[config.mk]
export PLATFORM = sky130hd
export DESIGN_NAME = block_transfer_sequencer
export DESIGN_NICKNAME = d
export VERILOG_FILES = /design/src/rtl/block_transfer_sequencer_pkg.sv /design/src/rtl/block_transfer_sequencer_lowest_set_bit_encoder.sv /design/src/rtl/block_transfer_sequencer.sv
export SDC_FILE = /design/constraint.sdc
export NUM_CORES = 1
export LEC_CHECK = 0
export CAP_MARGIN = 10
export CELL_PAD_IN_SITES_DETAIL_PLACEMENT = 0
export CELL_PAD_IN_SITES_GLOBAL_PLACEMENT = 1
export CORE_MARGIN = 5
export CORE_UTILIZATION = 41
export DETAILED_ROUTE_END_ITERATION = 7
export PLACE_DENSITY = 0.95
export SLEW_MARGIN = 15
export SYNTH_ARGS = -nofsm -noshare
export SYNTH_HDL_FRONTEND = slang
export SYNTH_SLANG_ARGS = --single-unit
[constraint.sdc]
create_clock -name clock -period 10 [get_ports clock]
set_input_delay 2.5 -clock clock [delete_from_list [all_inputs] [get_ports clock]]
set_output_delay 2.5 -clock clock [all_outputs]
set_load 0.01 [all_outputs]
[src/rtl/block_transfer_sequencer_pkg.sv]
`default_nettype none
// ============================================================================
// Module   : block_transfer_sequencer_pkg
// Purpose  : Shared constants, state encoding and addressing-mode decode for
//            the LDM/STM block transfer sequencer.
// Contents : S_* state codes, WORD_BYTES, REG_PC, start_ofs_e and
//            start_offset() which maps {P,U} to the start-address rule.
// Revision : 1.0 - initial release
// ============================================================================
package block_transfer_sequencer_pkg;

    // Sequencer state codes
    localparam logic [2:0] S_IDLE      = 3'd0;
    localparam logic [2:0] S_READ_BASE = 3'd1;
    localparam logic [2:0] S_XFER      = 3'd2;
    localparam logic [2:0] S_WRITEBACK = 3'd3;
    localparam logic [2:0] S_DONE      = 3'd4;

    localparam int WORD_BYTES = 4;
    localparam int REG_PC     = 15;

    // Offset from the base to the lowest transferred word.
    // SPAN is WORD_BYTES times the number of listed registers.
    typedef enum logic [1:0] {
        OFS_ZERO                 = 2'd0,  // IA
        OFS_PLUS_WORD            = 2'd1,  // IB
        OFS_MINUS_SPAN_PLUS_WORD = 2'd2,  // DA
        OFS_MINUS_SPAN           = 2'd3   // DB
    } start_ofs_e;

    function automatic start_ofs_e start_offset(input logic pre, input logic up_dir);
        start_ofs_e ofs;
        case ({pre, up_dir})
            2'b01:   ofs = OFS_ZERO;
            2'b11:   ofs = OFS_PLUS_WORD;
            2'b00:   ofs = OFS_MINUS_SPAN_PLUS_WORD;
            default: ofs = OFS_MINUS_SPAN;
        endcase
        return ofs;
    endfunction

endpackage
`default_nettype wire

[src/rtl/block_transfer_sequencer_lowest_set_bit_encoder.sv]
`default_nettype none
// ============================================================================
// Module   : lowest_set_bit_encoder
// Purpose  : Returns the index of the lowest set bit of a vector.
// Ports    : i_vec   - vector to scan
//            o_idx   - index of lowest set bit (0 when none set)
//            o_valid - at least one bit of i_vec is set
// Revision : 1.0 - initial release
// ============================================================================
module lowest_set_bit_encoder
    import block_transfer_sequencer_pkg::*;
#(
    parameter int WIDTH = 16,
    localparam int IDX_W = $clog2(WIDTH)
) (
    input  logic [WIDTH-1:0] i_vec,
    output logic [IDX_W-1:0] o_idx,
    output logic             o_valid
);

    // Scan downwards so the last hit, i.e. the lowest set bit, wins.
    always_comb begin
        o_idx   = '0;
        o_valid = 1'b0;
        for (int i = WIDTH - 1; i >= 0; i--) begin
            if (i_vec[i]) begin
                o_idx   = IDX_W'(i);
                o_valid = 1'b1;
            end
        end
    end

endmodule
`default_nettype wire

[src/rtl/block_transfer_sequencer.sv]
`default_nettype none
// ============================================================================
// Module   : block_transfer_sequencer
// Purpose  : Executes ARM LDM/STM block transfers: walks a register list
//            lowest register first, issues one req/ready memory beat per
//            register and optionally writes the updated base back.
// Ports    : clock/resetN           - clock, synchronous active-low reset
//            start/isLoad/preIndex/up/writeBack/baseReg/regList
//                                   - command, latched in IDLE on start
//            A1/RD1                 - register file read port
//            A3/isWrite/writeData   - register file write port
//            memReq/memWrite/memAddr/memWriteData/memReadData/memReady
//                                   - data memory handshake
//            busy/done/pcLoaded     - status to the control unit
// Revision : 1.0 - initial release
// ============================================================================
module block_transfer_sequencer
    import block_transfer_sequencer_pkg::*;
#(
    parameter int ADDR_W = 32,
    parameter int NREGS  = 16,
    localparam int IDX_W = $clog2(NREGS)
) (
    input  logic              clock,
    input  logic              resetN,
    input  logic              start,
    input  logic              isLoad,
    input  logic              preIndex,
    input  logic              up,
    input  logic              writeBack,
    input  logic [IDX_W-1:0]  baseReg,
    input  logic [NREGS-1:0]  regList,
    output logic [IDX_W-1:0]  A1,
    input  logic [ADDR_W-1:0] RD1,
    output logic [IDX_W-1:0]  A3,
    output logic              isWrite,
    output logic [ADDR_W-1:0] writeData,
    output logic              memReq,
    output logic              memWrite,
    output logic [ADDR_W-1:0] memAddr,
    output logic [ADDR_W-1:0] memWriteData,
    input  logic [ADDR_W-1:0] memReadData,
    input  logic              memReady,
    output logic              busy,
    output logic              done,
    output logic              pcLoaded
);

    logic [2:0]        r_state;
    logic              r_is_load;
    logic              r_pre;
    logic              r_up;
    logic              r_wb;
    logic [IDX_W-1:0]  r_base_reg;
    logic [NREGS-1:0]  r_list;
    logic [NREGS-1:0]  r_remain;
    logic [ADDR_W-1:0] r_cur_addr;
    logic [ADDR_W-1:0] r_wb_value;

    logic [IDX_W:0]    w_count;
    logic [ADDR_W-1:0] w_span;
    logic [ADDR_W-1:0] w_start_addr;
    logic [IDX_W-1:0]  w_cur;
    logic              w_cur_valid;
    logic [NREGS-1:0]  w_remain_next;
    logic              w_wb_needed;

    localparam logic [ADDR_W-1:0] C_WORD = ADDR_W'(WORD_BYTES);

    function automatic logic [IDX_W:0] popcount(input logic [NREGS-1:0] v);
        logic [IDX_W:0] c;
        c = '0;
        for (int i = 0; i < NREGS; i++) begin
            c = c + {{IDX_W{1'b0}}, v[i]};
        end
        return c;
    endfunction

    lowest_set_bit_encoder #(
        .WIDTH (NREGS)
    ) u_lsb (
        .i_vec   (r_remain),
        .o_idx   (w_cur),
        .o_valid (w_cur_valid)
    );

    assign w_count       = popcount(r_list);
    assign w_span        = ADDR_W'(w_count) * C_WORD;
    assign w_remain_next = r_remain & ~(NREGS'(1) << w_cur);
    // A loaded base value takes precedence over the computed writeback.
    assign w_wb_needed   = r_wb && !(r_is_load && r_list[r_base_reg]);

    // RD1 carries the base register during READ_BASE.
    always_comb begin
        w_start_addr = RD1;
        case (start_offset(r_pre, r_up))
            OFS_ZERO:                 w_start_addr = RD1;
            OFS_PLUS_WORD:            w_start_addr = RD1 + C_WORD;
            OFS_MINUS_SPAN_PLUS_WORD: w_start_addr = RD1 - w_span + C_WORD;
            OFS_MINUS_SPAN:           w_start_addr = RD1 - w_span;
            default:                  w_start_addr = RD1;
        endcase
    end

    always_ff @(posedge clock) begin
        if (!resetN) begin
            r_state    <= S_IDLE;
            r_is_load  <= 1'b0;
            r_pre      <= 1'b0;
            r_up       <= 1'b0;
            r_wb       <= 1'b0;
            r_base_reg <= '0;
            r_list     <= '0;
            r_remain   <= '0;
            r_cur_addr <= '0;
            r_wb_value <= '0;
        end else begin
            case (r_state)
                S_IDLE: begin
                    if (start) begin
                        r_is_load  <= isLoad;
                        r_pre      <= preIndex;
                        r_up       <= up;
                        r_wb       <= writeBack;
                        r_base_reg <= baseReg;
                        r_list     <= regList;
                        r_state    <= S_READ_BASE;
                    end
                end
                S_READ_BASE: begin
                    r_remain   <= r_list;
                    r_cur_addr <= w_start_addr;
                    r_wb_value <= r_up ? (RD1 + w_span) : (RD1 - w_span);
                    r_state    <= (w_count == '0) ? S_DONE : S_XFER;
                end
                S_XFER: begin
                    // An empty remainder cannot stall; it just falls through.
                    if (memReady || !w_cur_valid) begin
                        r_remain   <= w_remain_next;
                        r_cur_addr <= r_cur_addr + C_WORD;
                        if (w_remain_next == '0) begin
                            r_state <= w_wb_needed ? S_WRITEBACK : S_DONE;
                        end
                    end
                end
                S_WRITEBACK: r_state <= S_DONE;
                S_DONE:      r_state <= S_IDLE;
                default:     r_state <= S_IDLE;
            endcase
        end
    end

    always_comb begin
        A1           = '0;
        A3           = '0;
        isWrite      = 1'b0;
        writeData    = '0;
        memReq       = 1'b0;
        memWrite     = 1'b0;
        memAddr      = '0;
        memWriteData = '0;
        done         = 1'b0;
        pcLoaded     = 1'b0;
        busy         = (r_state != S_IDLE);
        case (r_state)
            S_READ_BASE: A1 = r_base_reg;
            S_XFER: begin
                memReq  = w_cur_valid;
                memAddr = r_cur_addr;
                if (!r_is_load) begin
                    memWrite     = w_cur_valid;
                    A1           = w_cur;
                    memWriteData = RD1;
                end else if (memReady && w_cur_valid) begin
                    isWrite   = 1'b1;
                    A3        = w_cur;
                    writeData = memReadData;
                end
            end
            S_WRITEBACK: begin
                isWrite   = 1'b1;
                A3        = r_base_reg;
                writeData = r_wb_value;
            end
            S_DONE: begin
                done     = 1'b1;
                pcLoaded = r_is_load && r_list[REG_PC];
            end
            default: ;
        endcase
    end

endmodule
`default_nettype wire

; Yosys cells after proc, flatten, opt, wreduce, memory -nomap -nowiden
; Cells that the tools add are included.
[classes]
addsub = 20
n_lt_le_gt_ge = 1
n_eq_ne = 12
shifts = 1
n_mux = 66
n_bitwise = 2
reduce_logical = 17
[ops]
columns = operator, n
row1 = $mux 32, 7
row2 = $pmux 32 s2, 2
row3 = $pmux 32 s4, 1
row4 = $add 32x3->32 const B, 3
row5 = $mux 4, 19
row6 = $add 5x1->5, 11
row7 = $add 32x7->32, 1
row8 = $pmux 16 s2, 1
row9 = $sub 32x7->32, 1
row10 = $mux 1, 24
row11 = $and 16x16->16, 1
row12 = $logic_not 16->1, 1
row13 = $mux 16, 1
row14 = $not 16->16, 1
row15 = $pmux 4 s2, 2
row16 = $shl 1x4->16 const A, 1
row17 = $mux 3, 5
row18 = $pmux 3 s4, 1
row19 = $eq 2x2->1 const B, 3
row20 = $eq 3x2->1 const B, 2
row21 = $ne 2x2->1 const B, 3
row22 = $pmux 2 s3, 1
row23 = $add 4x1->5, 1
row24 = $logic_not 5->1, 1
row25 = other kinds (18), 25
[totals]
register_bits = 107
inputBits = 92
output_inout_bits = 110
wordCells = 129

; Depth between registers and ports, before layout
[logic_depth]
depth_word = 23
ltp_mapped = 27
mapped_depth_nobuf = 25

; By module
; Synthesis repeated with hierarchy kept, for this count alone.
[unflattened]
cells_unflattened = 1507
hier_area_um2 = 10341.2
[by_module_without_submodules]
columns = mod, instances, cells_per_inst, area_each_um2, seq_area_each_um2
row1 = block_transfer_sequencer, 1, 1474, 10162.2, 2142.1
row2 = lowest_set_bit_encoder, 1, 33, 178.9, 0.0

; Least setup slack after synthesis
; Ideal clock, no wire load.
[synth_path]
path_kind = register to register
startpoint = reg r_list[5]
endpoint = reg r_cur_addr[22]
setup_time_ns = 0.129
arrival_ns = 6.103
t_required_ns = 9.871
path_slack_ns = 3.769
stages_incl_launch_ff = 27
n_path_buf = 2
period_less_slack_ns = 6.231
cell_sequence = dfxtp_1 -> inv_1 -> fa_1 -> inv_1 -> fa_1 -> fa_1 -> inv_1 -> fa_1 -> inv_1 -> ha_1 -> inv_1 -> fa_1 -> xor2_1 -> inv_1 -> ha_1 -> clkbuf_1 -> nand2b_1 -> a211oi_2 -> nor3_1 -> xnor2_1 -> or3_1 -> buf_2 -> nor4_4 -> and3_1 -> nor3_1 -> a2111oi_0 -> nor2_1
[synth_between]
elab_chain_cells = 15
[synth_rtl]
columns = item, line
row1 = "start, declared", block_transfer_sequencer.sv:55  ; logic [NREGS-1:0] r_list;
row2 = "start signal, assigned", block_transfer_sequencer.sv:126  ; r_list <= regList;
row3 = $add 5x1->5 * (11 in series), block_transfer_sequencer.sv:74  ; c = c + {{IDX_W{1'b0}}, v[i]};
row4 = $sub 32x7->32 *, "block_transfer_sequencer.sv:99, block_transfer_sequencer.sv:100"
row5 = $add 32x3->32, block_transfer_sequencer.sv:99  ; OFS_MINUS_SPAN_PLUS_WORD: w_start_addr = RD1 - w_span + C_WORD;
row6 = $pmux 32 s4 *, block_transfer_sequencer.sv:96  ; case (start_offset(r_pre, r_up))
row7 = $pmux 32 s2 *, block_transfer_sequencer.sv:118  ; case (r_state)
row8 = "end signal, assigned", block_transfer_sequencer.sv:132  ; r_cur_addr <= w_start_addr;
row9 = "end signal, assigned", block_transfer_sequencer.sv:140  ; r_cur_addr <= r_cur_addr + C_WORD;
row10 = "end, declared", block_transfer_sequencer.sv:57  ; logic [ADDR_W-1:0] r_cur_addr;
; Every way passes the cells marked *; elsewhere a longest branch is shown, timed or not.
; A chain may end at the register's enable or synchronous reset.

; Worst setup path in the final report
[layout_path]
startpoint = reg r_list[5]
endpoint = reg r_cur_addr[19]
; The elaborated chain is that of the path after synthesis.

==> metrics <==
placeable core area 0.0241 mm2; number of synthesized register bits 107; buffering stage count on the worst path with inverters included 6; HPWL after detailed placement 30.6 mm; final clock skew 20.4 ps; number of enable flip-flop cells after synthesis 0; GR Util All Layers 0.279; Root Buffer sky130_fd_sc_hd__clkbuf_16; Post-layout nets 1687; initial detailed-routing violation count 1250; registers with the most flip-flops r_cur_addr: 32 flops, r_wb_value: 32 flops; Sink Count 107; vias in the first global route 10700; dominant delay contributor by cell family on the critical path adder cells; Post-Synthesis Cells 1447; width of the die 166 um; post-detailed-route wirelength per cell 21.4 um; final worst slack 2840 ps; Hold Worst Slack 457 ps; wire length on met2 18.7 mm; Max-cap violations 0; number of levels in the clock H-tree 3; final number of setup-violating endpoints 0; worst hold path cell count 2; Setup Total Neg Slack 0 ps; vias per inst 6.07; average size of a mapped cell 6.89 um2; number of setup buffers added after CTS 0; number of cells on the worst reg-to-reg path 25; first-pass GRT wire length 62.7 mm; maximum single-stage delay on the critical path 600 ps; CTS Buffer Depth 2; io pins 202; Max Freq 0.140 GHz; post-synthesis cell type count 83; Max Used Layer met4; share of cells above drive strength 1 0.0440; worst r2r src r_list[5]$_SDFFE_PN0P_; Worst-Margin Slew 983 ps; DRT Pass-1 Iters 6; number of cells upsized or downsized after cts 0; latest clock arrival within the worst-skew pair 370 ps; power density of the placed cells 287 mW/mm2; Tcrit/Tclk final 0.716; drt drc 0; number of vias in the routed layout 11500; final number of hold-violating endpoints 0; register area 0.00214 mm2; number of antenna violations at the first check in global routing 0; max_slew headroom 0.344; clock tree from TritonCTS done; number of nets in the synthesized netlist 1572; leading register cell type out of synthesis sky130_fd_sc_hd__dfxtp_1; met3 WL 3.50 mm; critical register-to-register path endpoint r_cur_addr[19]$_SDFFE_PN0P_; minimum setup slack among reg-to-reg paths 2840 ps; global route total overflow 0; cell type with the highest occurrence count on the critical path sky130_fd_sc_hd__inv_1; outcome completed; Layout Area Growth over Synthesis 24.1%; Synthesis Warnings 0; Max Transition Viols Final 0; effective utilization at floorplan 0.413; Placed Cells 1875; Antenna diodes 0; Die Span Y 166 um; hold_buf cts 0; IR Drop Worst-Case VDD 0.221 mV; share of synthesized registers carrying an async set or reset 0; leak pwr 4.38 nW; data required time at the worst endpoint 10230 ps; pre-CTS worst setup slack 2550 ps; Final Instance Count excl. Fillers 1891; Post-DRT Antenna Nets 0; post-synthesis instance area 0.00997 mm2; path type of the worst setup path reg -> reg; classification of the worst-slack hold path reg -> reg; largest fanout of any net on the critical path 13; part of the Yosys area used for sequential elements 0.215; critical path launch point type register; startpoint of the most critical hold path r_wb_value[11]$_SDFFE_PN0N_; hold-critical path endpoint r_wb_value[11]$_SDFFE_PN0N_; die outline area 0.0275 mm2; Post-Route M1 WL 16.9 mm; multi-input logic area 0.00717 mm2; crit path capture type register; pin count of the biggest net entering global routing 66; number of CTS-inserted buffers 9; filler cell count 2439; Routed WL 40.5 mm; Crit path arrival time 7390 ps; number of I/O port buffers 201; final weighted congestion in routability-driven placement 0.990; unrepaired setup endpoints after global routing no; cell row count 57; highest-delay cell along the critical path sky130_fd_sc_hd__fa_1; post-route minimum period 7160 ps; clock-pin slew reported for the worst setup and hold paths after clock tree synthesis 90 ps
## routing by layer
| metal | up-vias | GRT usage |
|---|---|---|
| li1 | 5372 | - |
| met1 | 5402 | 0.370 |
| met2 | 598 | 0.463 |
| met3 | 109 | 0.0538 |
| met4 | 0 | 0.0836 |
| met5 | - | 0 |
## Yosys cell counts (8+ instances only)
| master | count | area [um2] |
|---|---|---|
| sky130_fd_sc_hd__a211oi_1 | 12 | 90.1 |
| sky130_fd_sc_hd__a21o_1 | 11 | 82.6 |
| sky130_fd_sc_hd__a21oi_1 | 122 | 611 |
| sky130_fd_sc_hd__a221oi_1 | 8 | 70.1 |
| sky130_fd_sc_hd__a22o_1 | 38 | 333 |
| sky130_fd_sc_hd__a22oi_1 | 15 | 113 |
| sky130_fd_sc_hd__a31oi_1 | 14 | 87.6 |
| sky130_fd_sc_hd__and2_1 | 62 | 388 |
| sky130_fd_sc_hd__and3_1 | 17 | 106 |
| sky130_fd_sc_hd__buf_1 | 8 | 30.0 |
| sky130_fd_sc_hd__buf_2 | 11 | 55.1 |
| sky130_fd_sc_hd__clkbuf_1 | 94 | 353 |
| sky130_fd_sc_hd__dfxtp_1 | 107 | 2140 |
| sky130_fd_sc_hd__fa_1 | 12 | 240 |
| sky130_fd_sc_hd__ha_1 | 21 | 263 |
| sky130_fd_sc_hd__inv_1 | 54 | 203 |
| sky130_fd_sc_hd__nand2_1 | 211 | 792 |
| sky130_fd_sc_hd__nand2b_1 | 12 | 75.1 |
| sky130_fd_sc_hd__nand3_1 | 42 | 210 |
| sky130_fd_sc_hd__nand4_1 | 18 | 113 |
| sky130_fd_sc_hd__nor2_1 | 132 | 495 |
| sky130_fd_sc_hd__nor2b_1 | 13 | 81.3 |
| sky130_fd_sc_hd__nor3_1 | 56 | 280 |
| sky130_fd_sc_hd__nor4_1 | 17 | 106 |
| sky130_fd_sc_hd__o211ai_1 | 9 | 67.6 |
| sky130_fd_sc_hd__o21ai_0 | 89 | 445 |
| sky130_fd_sc_hd__o22ai_1 | 13 | 81.3 |
| sky130_fd_sc_hd__o31ai_1 | 8 | 60.1 |
| sky130_fd_sc_hd__or3_1 | 13 | 81.3 |
| sky130_fd_sc_hd__xnor2_1 | 51 | 447 |
| sky130_fd_sc_hd__xor2_1 | 34 | 298 |
## power by group
part           total, mW  switching (mW)  internal, mW
sequential         0.703           0.154         0.549
clock              0.366           0.184         0.182
combinational       2.49            1.55         0.934
## how the worst max path moves through the flow
stage / startpoint / end / slack (ps) / cells past startpoint
final: r_list[5]$_SDFFE_PN0P_ / r_cur_addr[19]$_SDFFE_PN0P_ / 2840 / 25
after global routing: r_list[7]$_SDFFE_PN0P_ / r_cur_addr[21]$_SDFFE_PN0P_ / 2390 / 25
after CTS: memReady / writeData[11] / 2540 / 4
after global placement: memReady / writeData[18] / 2680 / 4
after detailed placement: memReady / writeData[11] / 2550 / 4
after floorplan: r_list[5]$_SDFFE_PN0P_ / r_cur_addr[22]$_SDFFE_PN0P_ / 3770 / 26
## worst min-delay path: stages, from the launching register on
cell and delay [ps]:
sky130_fd_sc_hd__dfxtp_1 310, sky130_fd_sc_hd__nand2_1 50, sky130_fd_sc_hd__a21oi_1 50
## logic make-up (layout without fill, tap and decap cells)
| kind of cell | count (synthesis) | in the layout | synth area share |
|---|---|---|---|
| muxes | 13 | 13 | 0.0195 |
| and+or+nand+nor | 635 | 635 | 0.313 |
| AOI/OAI and AO/OA | 402 | 402 | 0.260 |
| DFF | 107 | 107 | 0.215 |
| adders and majority gates | 33 | 33 | 0.0505 |
| buffers and inverters | 172 | 292 | 0.0677 |
| xor gates and xnor gates | 85 | 85 | 0.0747 |
## cells in the final DEF (no fill, tap or decap), drive strengths merged, types with 13 or more instances in the layout
cell type,n
a211oi,13
a21oi,123
a22o,38
a22oi,15
a31oi,14
and2,63
and3,17
buf,18
clkdlybuf4s50,201
dfxtp,107
ha,21
inv,58
nand2,211
nand3,45
nand4,18
nor2,132
nor2b,13
nor3,60
nor4,21
o21ai,93
o22ai,13
or3,13
xnor2,51
xor2,34
## area by class of cell
| type | instances | area share |
|---|---|---|
| repair buffers | 219 | 0.174 |
| clock buffers | 10 | 0.0193 |
| flip-flops and latches | 107 | 0.173 |
| clock inverters | 6 | 0.00435 |
| multi-input cells | 1168 | 0.579 |
| inverters | 57 | 0.0173 |
| well taps | 324 | 0.0328 |
## metrics by stage
step                      total power [mW]  area [um2]   util
after floorplan                       2.37        9970      -
after global placement                3.12       12100  0.501
after detailed placement              3.16       12100  0.501
after CTS                             3.54       12400  0.513
after global routing                  3.84       12400  0.513
final                                 3.56       12400  0.513
Power figures use the tool's default switching activity.
